===== src/rtl/uart_tx_if.sv =====
// Handshake and serial-line bundle between the TX data source and uart_tx_engine.
interface uart_tx_if #(
  parameter int DATA_WIDTH     = 8,
  parameter int PRESCALE_WIDTH = 6
);
  logic [DATA_WIDTH-1:0]     P_DATA;
  logic                      Data_Valid;
  logic                      PAR_EN;
  logic                      PAR_TYP;
  logic [PRESCALE_WIDTH-1:0] Prescale;
  logic                      TX_OUT;
  logic                      busy;

  modport master (
    output P_DATA, Data_Valid, PAR_EN, PAR_TYP, Prescale,
    input  TX_OUT, busy
  );

  modport slave (
    input  P_DATA, Data_Valid, PAR_EN, PAR_TYP, Prescale,
    output TX_OUT, busy
  );
endinterface


===== src/rtl/uart_tx_engine.sv =====
// UART transmitter: start, LSB-first data, optional parity, stop; P clk cycles per bit.
// Define UART_TX_TWO_STOP_EN to send two stop bits (adds state STOP2).
//
// state  | meaning
// IDLE   | line high, waiting for Data_Valid
// START  | start bit (low)
// DATA   | data bits, shift_reg[0] on the line
// PARITY | parity bit of the latched byte
// STOP   | stop bit (high)
// STOP2  | second stop bit (two-stop build only)
module uart_tx_engine #(
  parameter int DATA_WIDTH     = 8,
  parameter int PRESCALE_WIDTH = 6
) (
  input  logic     clk,
  input  logic     RST,
  uart_tx_if.slave tx
);

  typedef enum logic [2:0] {
    IDLE   = 3'd0,
    START  = 3'd1,
    DATA   = 3'd2,
    PARITY = 3'd3,
`ifdef UART_TX_TWO_STOP_EN
    STOP2  = 3'd5,
`endif
    STOP   = 3'd4
  } state_t;

  localparam logic [2:0] LAST_BIT = 3'(DATA_WIDTH - 1);

  state_t                    state, state_nxt;
  logic [PRESCALE_WIDTH-1:0] edge_cnt;
  logic [PRESCALE_WIDTH-1:0] p_last;
  logic [2:0]                bit_cnt;
  logic [DATA_WIDTH-1:0]     shift_reg;
  logic                      par_en_q;
  logic                      par_bit_q;
  logic                      accept;
  logic                      bit_done;
  logic                      tx_nxt, busy_nxt;
  logic                      tx_q, busy_q;

  // Outputs lag the state by one cycle, so the FSM is back in IDLE one cycle
  // before busy drops; accepting on the state gives the 1-cycle inter-frame gap.
  assign accept   = (state == IDLE) && tx.Data_Valid;
  assign bit_done = (state != IDLE) && (edge_cnt == p_last);

  always_ff @(posedge clk) begin
    if (RST) begin
      state <= IDLE;
    end else begin
      state <= state_nxt;
    end
  end

  always_comb begin
    state_nxt = state;
    case (state)
      IDLE:   if (accept) state_nxt = START;
      START:  if (bit_done) state_nxt = DATA;
      DATA: begin
        if (bit_done && (bit_cnt == LAST_BIT)) begin
          state_nxt = par_en_q ? PARITY : STOP;
        end
      end
      PARITY: if (bit_done) state_nxt = STOP;
`ifdef UART_TX_TWO_STOP_EN
      STOP:   if (bit_done) state_nxt = STOP2;
      STOP2:  if (bit_done) state_nxt = IDLE;
`else
      STOP:   if (bit_done) state_nxt = IDLE;
`endif
      default: state_nxt = IDLE;
    endcase
  end

  always_comb begin
    tx_nxt   = 1'b1;
    busy_nxt = (state != IDLE);
    case (state)
      START:   tx_nxt = 1'b0;
      DATA:    tx_nxt = shift_reg[0];
      PARITY:  tx_nxt = par_bit_q;
      default: tx_nxt = 1'b1;
    endcase
  end

  always_ff @(posedge clk) begin
    if (RST) begin
      tx_q   <= 1'b1;
      busy_q <= 1'b0;
    end else begin
      tx_q   <= tx_nxt;
      busy_q <= busy_nxt;
    end
  end

  // Frame datapath: everything a frame needs is captured at acceptance.
  always_ff @(posedge clk) begin
    if (RST) begin
      edge_cnt  <= '0;
      bit_cnt   <= '0;
      shift_reg <= '0;
      p_last    <= '0;
      par_en_q  <= 1'b0;
      par_bit_q <= 1'b0;
    end else if (accept) begin
      edge_cnt  <= '0;
      bit_cnt   <= '0;
      shift_reg <= tx.P_DATA;
      p_last    <= (tx.Prescale == '0) ? '0 : tx.Prescale - PRESCALE_WIDTH'(1);
      par_en_q  <= tx.PAR_EN;
      par_bit_q <= tx.PAR_TYP ? ~^tx.P_DATA : ^tx.P_DATA;
    end else if (state != IDLE) begin
      if (bit_done) begin
        edge_cnt <= '0;
        if (state == DATA) begin
          shift_reg <= shift_reg >> 1;
          bit_cnt   <= bit_cnt + 3'd1;
        end
      end else begin
        edge_cnt <= edge_cnt + PRESCALE_WIDTH'(1);
      end
    end
  end

  assign tx.TX_OUT = tx_q;
  assign tx.busy   = busy_q;

endmodule

===== src/flat_wrapper.sv =====
// flat-port wrapper written by rule: the top's interface ports become plain ports
module uart_tx_engine_flat 
#(
  parameter int DATA_WIDTH     = 8,
  parameter int PRESCALE_WIDTH = 6
)
  (clk, RST, tx_P_DATA, tx_Data_Valid, tx_PAR_EN, tx_PAR_TYP, tx_Prescale, tx_TX_OUT, tx_busy);
  uart_tx_if #(.DATA_WIDTH(DATA_WIDTH), .PRESCALE_WIDTH(PRESCALE_WIDTH)) tx_i ();
  input  logic clk;
  input  logic RST;
  input wire logic [$bits(tx_i.P_DATA)-1:0] tx_P_DATA;
  input wire logic [$bits(tx_i.Data_Valid)-1:0] tx_Data_Valid;
  input wire logic [$bits(tx_i.PAR_EN)-1:0] tx_PAR_EN;
  input wire logic [$bits(tx_i.PAR_TYP)-1:0] tx_PAR_TYP;
  input wire logic [$bits(tx_i.Prescale)-1:0] tx_Prescale;
  output wire logic [$bits(tx_i.TX_OUT)-1:0] tx_TX_OUT;
  output wire logic [$bits(tx_i.busy)-1:0] tx_busy;
  assign tx_i.P_DATA = tx_P_DATA;
  assign tx_i.Data_Valid = tx_Data_Valid;
  assign tx_i.PAR_EN = tx_PAR_EN;
  assign tx_i.PAR_TYP = tx_PAR_TYP;
  assign tx_i.Prescale = tx_Prescale;
  assign tx_TX_OUT = tx_i.TX_OUT;
  assign tx_busy = tx_i.busy;
  uart_tx_engine #(.DATA_WIDTH(DATA_WIDTH), .PRESCALE_WIDTH(PRESCALE_WIDTH)) u_core (.clk(clk), .RST(RST), .tx(tx_i));
endmodule

===== config.mk =====
export PLATFORM = sky130hd
export DESIGN_NAME = uart_tx_engine_flat
export DESIGN_NICKNAME = d
export VERILOG_FILES = /design/src/rtl/uart_tx_if.sv /design/src/rtl/uart_tx_engine.sv /design/src/flat_wrapper.sv
export SDC_FILE = /design/constraint.sdc
export NUM_CORES = 1
export LEC_CHECK = 0
export ABC_AREA = 1
export BUFFER_PORTS_ARGS = -buffer_cell sky130_fd_sc_hd__buf_4
export CAP_MARGIN = 5
export CORE_MARGIN = 4
export CORE_UTILIZATION = 50
export CTS_CLUSTER_DIAMETER = 60
export DETAILED_ROUTE_END_ITERATION = 10
export GPL_ROUTABILITY_DRIVEN = 0
export PLACE_DENSITY_LB_ADDON = 0.12
export SYNTH_ARGS = -nofsm -noshare
export SYNTH_HDL_FRONTEND = slang
export SYNTH_SLANG_ARGS = --single-unit

===== constraint.sdc =====
create_clock -name clk -period 2.7 [get_ports clk]
set_input_delay 0.54 -clock clk [delete_from_list [all_inputs] [get_ports clk]]
set_output_delay 0.54 -clock clk [all_outputs]
set_load 0.05 [all_outputs]

=== Yosys cells after proc, flatten, opt, wreduce, memory -nomap -nowiden ===
Index checks and enable logic that the tools add are counted.
W data, S select, Z words.

* Reductions and logical operators: 15
* Add/subtract/negate cells: 3
* Mux-type cells: 15
* Eq/ne operators: 11

{| class="wikitable"
|+ Operators by type and width
! cell !! number
|-
| $mux W8 || 4
|-
| $mux W3 || 6
|-
| $pmux W3 S5 || 1
|-
| $mux W6 || 2
|-
| $ne A2 B1 Y1 const B || 5
|-
| $reduce_xnor A8 Y1 || 1
|-
| $reduce_xor A8 Y1 || 1
|-
| $add A6 B1 Y6 const B || 1
|-
| $eq A3 B2 Y1 const B || 2
|-
| $eq A3 B3 Y1 const B || 2
|-
| $eq A6 B6 Y1 || 1
|-
| $logic_not A6 Y1 || 1
|-
| $reduce_and A3 Y1 || 2
|-
| $reduce_bool A2 Y1 || 3
|-
| $sub A6 B1 Y6 const B || 1
|-
| $reduce_and A5 Y1 || 1
|-
| $add A3 B1 Y3 const B || 1
|-
| $eq A3 B1 Y1 const B || 1
|-
| $logic_and A1 B1 Y1 || 3
|-
| $logic_not A3 Y1 || 1
|-
| $pmux W1 S3 || 1
|-
| $reduce_bool A3 Y1 || 1
|-
| $reduce_or A2 Y1 || 1
|-
| $mux W1 || 1
|}

* Input port bits: 19
* Word-level logic and storage cells: 53
* Output and inout bits: 2
* Flip-flop bits (word level): 30

=== Logic depth before layout (Yosys ltp) ===
* Word-level depth: 5
* Depth in mapped cells: 12
* Depth with buffers taken out: 11

=== Worst setup path after synthesis ===
Ideal clock, no wire load.

* Kind: in2reg
* From: input RST
* To: register u_core.edge_cnt[1]
* Library setup time: 0.079 ns
* Data required time: 2.621 ns
* Path buffers: 1
* Stages on the path: 6
* Data arrival time: 1.271 ns
* Setup slack: 1.350 ns
* Cell sequence: buf_2 inv_1 nand2_8 inv_6 nand2_4 a211oi_2

* Cells in the longest elaborated chain, start to end: 1

{| class="wikitable"
|+ Ends and longest elaborated chain
! item !! line !! text
|-
| from (decl) || flat_wrapper.sv:10 || <nowiki>input logic RST;</nowiki>
|-
| $reduce_or A2 Y1 (no source line) || -- ||
|-
| to (signal assigned) || uart_tx_engine.sv:124 || <nowiki>edge_cnt <= edge_cnt + PRESCALE_WIDTH'(1);</nowiki>
|-
| to (decl) || uart_tx_engine.sv:34 || <nowiki>logic [PRESCALE_WIDTH-1:0] edge_cnt;</nowiki>
|}

No other way between the ends.
A chain may end at the register's enable or synchronous reset.

=== Final worst setup path ===
* From: register u_core.state[0]
* To: register u_core.shift_reg[6]

* Cells in the longest elaborated chain, start to end: 4
* Elaborated cells between the ends (all ways): 10

{| class="wikitable"
|+ Ends and longest elaborated chain
! item !! line !! text
|-
| from (decl) || uart_tx_engine.sv:33 || <nowiki>state_t state, state_nxt;</nowiki>
|-
| from (signal assigned) || uart_tx_engine.sv:54 || <nowiki>state <= state_nxt;</nowiki>
|-
| $reduce_bool A3 Y1 / $logic_not A3 Y1 (equally long branches) || uart_tx_engine.sv:48, uart_tx_engine.sv:116, uart_tx_engine.sv:47 ||
|-
| $logic_and A1 B1 Y1 (on tied branches) || uart_tx_engine.sv:48, uart_tx_engine.sv:47 ||
|-
| $reduce_bool A2 Y1 (no source line) || -- ||
|-
| $reduce_and A3 Y1 (no source line) || -- ||
|-
| to (signal assigned) || uart_tx_engine.sv:112 || <nowiki>shift_reg <= tx.P_DATA;</nowiki>
|-
| to (signal assigned) || uart_tx_engine.sv:120 || <nowiki>shift_reg <= shift_reg >> 1;</nowiki>
|-
| to (decl) || uart_tx_engine.sv:37 || <nowiki>logic [DATA_WIDTH-1:0] shift_reg;</nowiki>
|}

Several ways; a longest one is shown, not always the timed one.

==> run metrics <==
Leak 0.918 nW; vias per cell 4.75; Sink Count 30; floorplan die height 66.5 um; Die Area 4420 sq um; RSZ-0062 raised after global routing false; grt ovf 0; r2r setup slk 1.23 ns; Power Total 1.76 mW; largest net degree at the start of global routing 15; layout cells sized above 1 0.188; dpl cell area 1880 sq um; max-cap violations 0; worst flop-to-flop path endpoint u_core.shift_reg[6]; crit path DAT 1.70 ns; status finished, final reports clean; CP required approximately 2.9 ns; Hold Violations, Final 0; Worst-Skew Late Latency 0.33 ns; Mean Syn Cell Area 7.44 sq um; Post-Syn Area 1710 sq um; count of final max-slew check failures 0; worst r2r src u_core.state[0]; Die X around 67 um; Initial DRC Count 108; # IOs 21; commonest non-fill, non-tap cells in the layout nand2_1, dfxtp_1, inv_1; Slew HR 0.801; max frequency 680 MHz; CP endpoint kind flop; # DRC 0; Vias about 1400; r2r worst-path depth 9; worst slew pin tran 0.296 ns; Final nets 278; drt total wl ~3.0 mm; critical path type flop to flop; hold_sp tx_Prescale[0]; Max clock buf depth 2; vias in the first global route 1290; Yosys cell types 34; net count after synthesis roughly 250; max reg flops 8; Worst VDD drop 0.000368 V; n_diodes 0; Reg clk slew, reported paths 0.10 ns; hold buffers post-CTS 0; Routed WL per cell 10.2 um; Ys Warns 0; crit share post-route 0.545; Antenna Nets Post-Route 0; Pre-antenna DRT Iters 4; Worst Hold End u_core.p_last[0]; Starting Density 0.543; Worst Hold Depth 2; Max H-tree Level 2; CTS Root Cell clkbuf_4; Fin Setup TNS 0 ns; #FFs+latches synth 30; global-route wire length before repair 5.44 mm; crit path max fanout 11; synthesis-to-finish area growth 13.4%; sequential cell area fraction in the yosys report 0.351; number of buffers created by CTS 5; design area ~1900 sq um; most common cell after layout, fill and taps aside nand2_1; Min-Delay Path Class input port to flop; number of port buffers 20; post-detail-place hpwl between 2 and 2.5 mm; postcts setup bufs 0; Final Skew 0.0137 ns; P per Cell Area 909 nW/um^2; Total GRT Usage 0.163; crit start category flop; Final setup viols 0; Core Rows 20; CTS tree done; initial antenna violation count 0; Gates resized, CTS repair 0; minimum clock period about 1.5 ns; Syn Inst Count 230; Core ar. 3150 sq um
report_power, final:
group,switching [mW],internal [mW],total [mW]
sequential,0.0899,0.563,0.653
clock,0.147,0.126,0.273
combinational,0.534,0.304,0.838
stage by stage:
step                      utilization  setup slack [ns]  hold slack (ns)  instances
final                           0.615              1.23            0.420        299
after global placement          0.596              1.20            0.475        291
after CTS                       0.615              1.22            0.408        299
after floorplan                     -              1.35            0.427        230
after detailed placement        0.596              1.23            0.462        291
after global routing            0.615              1.04            0.386        299
layout make-up:
| cell class | count | area [sq um] |
|---|---|---|
| clock buffers | 7 | 55.1 |
| clock inverters | 1 | 5.00 |
| fillers | 315 | 1210 |
| well taps | 44 | 55.1 |
| inverters | 31 | 129 |
| multi-input cells | 166 | 946 |
| flip-flops and latches | 30 | 601 |
| repair buffers | 20 | 150 |
logic make-up after synthesis:
family          synth area share
buf+inv                   0.0965
fa+ha+maj                 0.0365
flops                      0.351
simple gates               0.346
compound gates            0.0826
xor+xnor                  0.0870
Yosys cell counts, drive strengths merged:
cell type	count	area, sq um
nor2	30	144
o21ai	16	80.1
o22ai	4	25.0
xor2	11	96.3
inv	30	120
clkinv	1	8.76
ha	5	62.6
dfxtp	30	601
nand2	64	294
nand3	15	87.6
xnor2	6	52.6
a211oi	1	12.5
nor3	2	10.0
nand3b	1	7.51
buf	3	36.3
a21oi	3	15.0
or2	1	6.26
nand4	5	37.5
o2111ai	1	8.76
and3	1	6.26
critical path, stage by stage (launching register included):
cell and delay (ns):
dfxtp_1 0.47, nor2_2 0.08, nand2_4 0.12, inv_4 0.07, nand2_4 0.21, clkinv_4 0.12, nand2_1 0.08, nand3_1 0.07
o21ai_0 0.09, nor2_1 0.07
layer usage:
metal | routed length [um] | track usage | up-vias
met3 | 138 | 0.0658 | 2
met2 | 1340 | 0.242 | 27
met1 | 1540 | 0.213 | 611
met4 | 21 | 0.0533 | 0
met5 | 0 | 0 | -
li1 | - | - | 779
worst max-delay path by stage:
stage | start | endpoint | cells past startpoint
after global placement | tx_P_DATA[1] | u_core.par_bit_q | 8
after global routing | u_core.edge_cnt[4] | u_core.shift_reg[6] | 11
after CTS | u_core.state[0] | u_core.shift_reg[6] | 9
after detailed placement | tx_P_DATA[1] | u_core.par_bit_q | 8
final | u_core.state[0] | u_core.shift_reg[6] | 9
after floorplan | RST | u_core.edge_cnt[1] | 6
(Power assumes the default switching activity.)
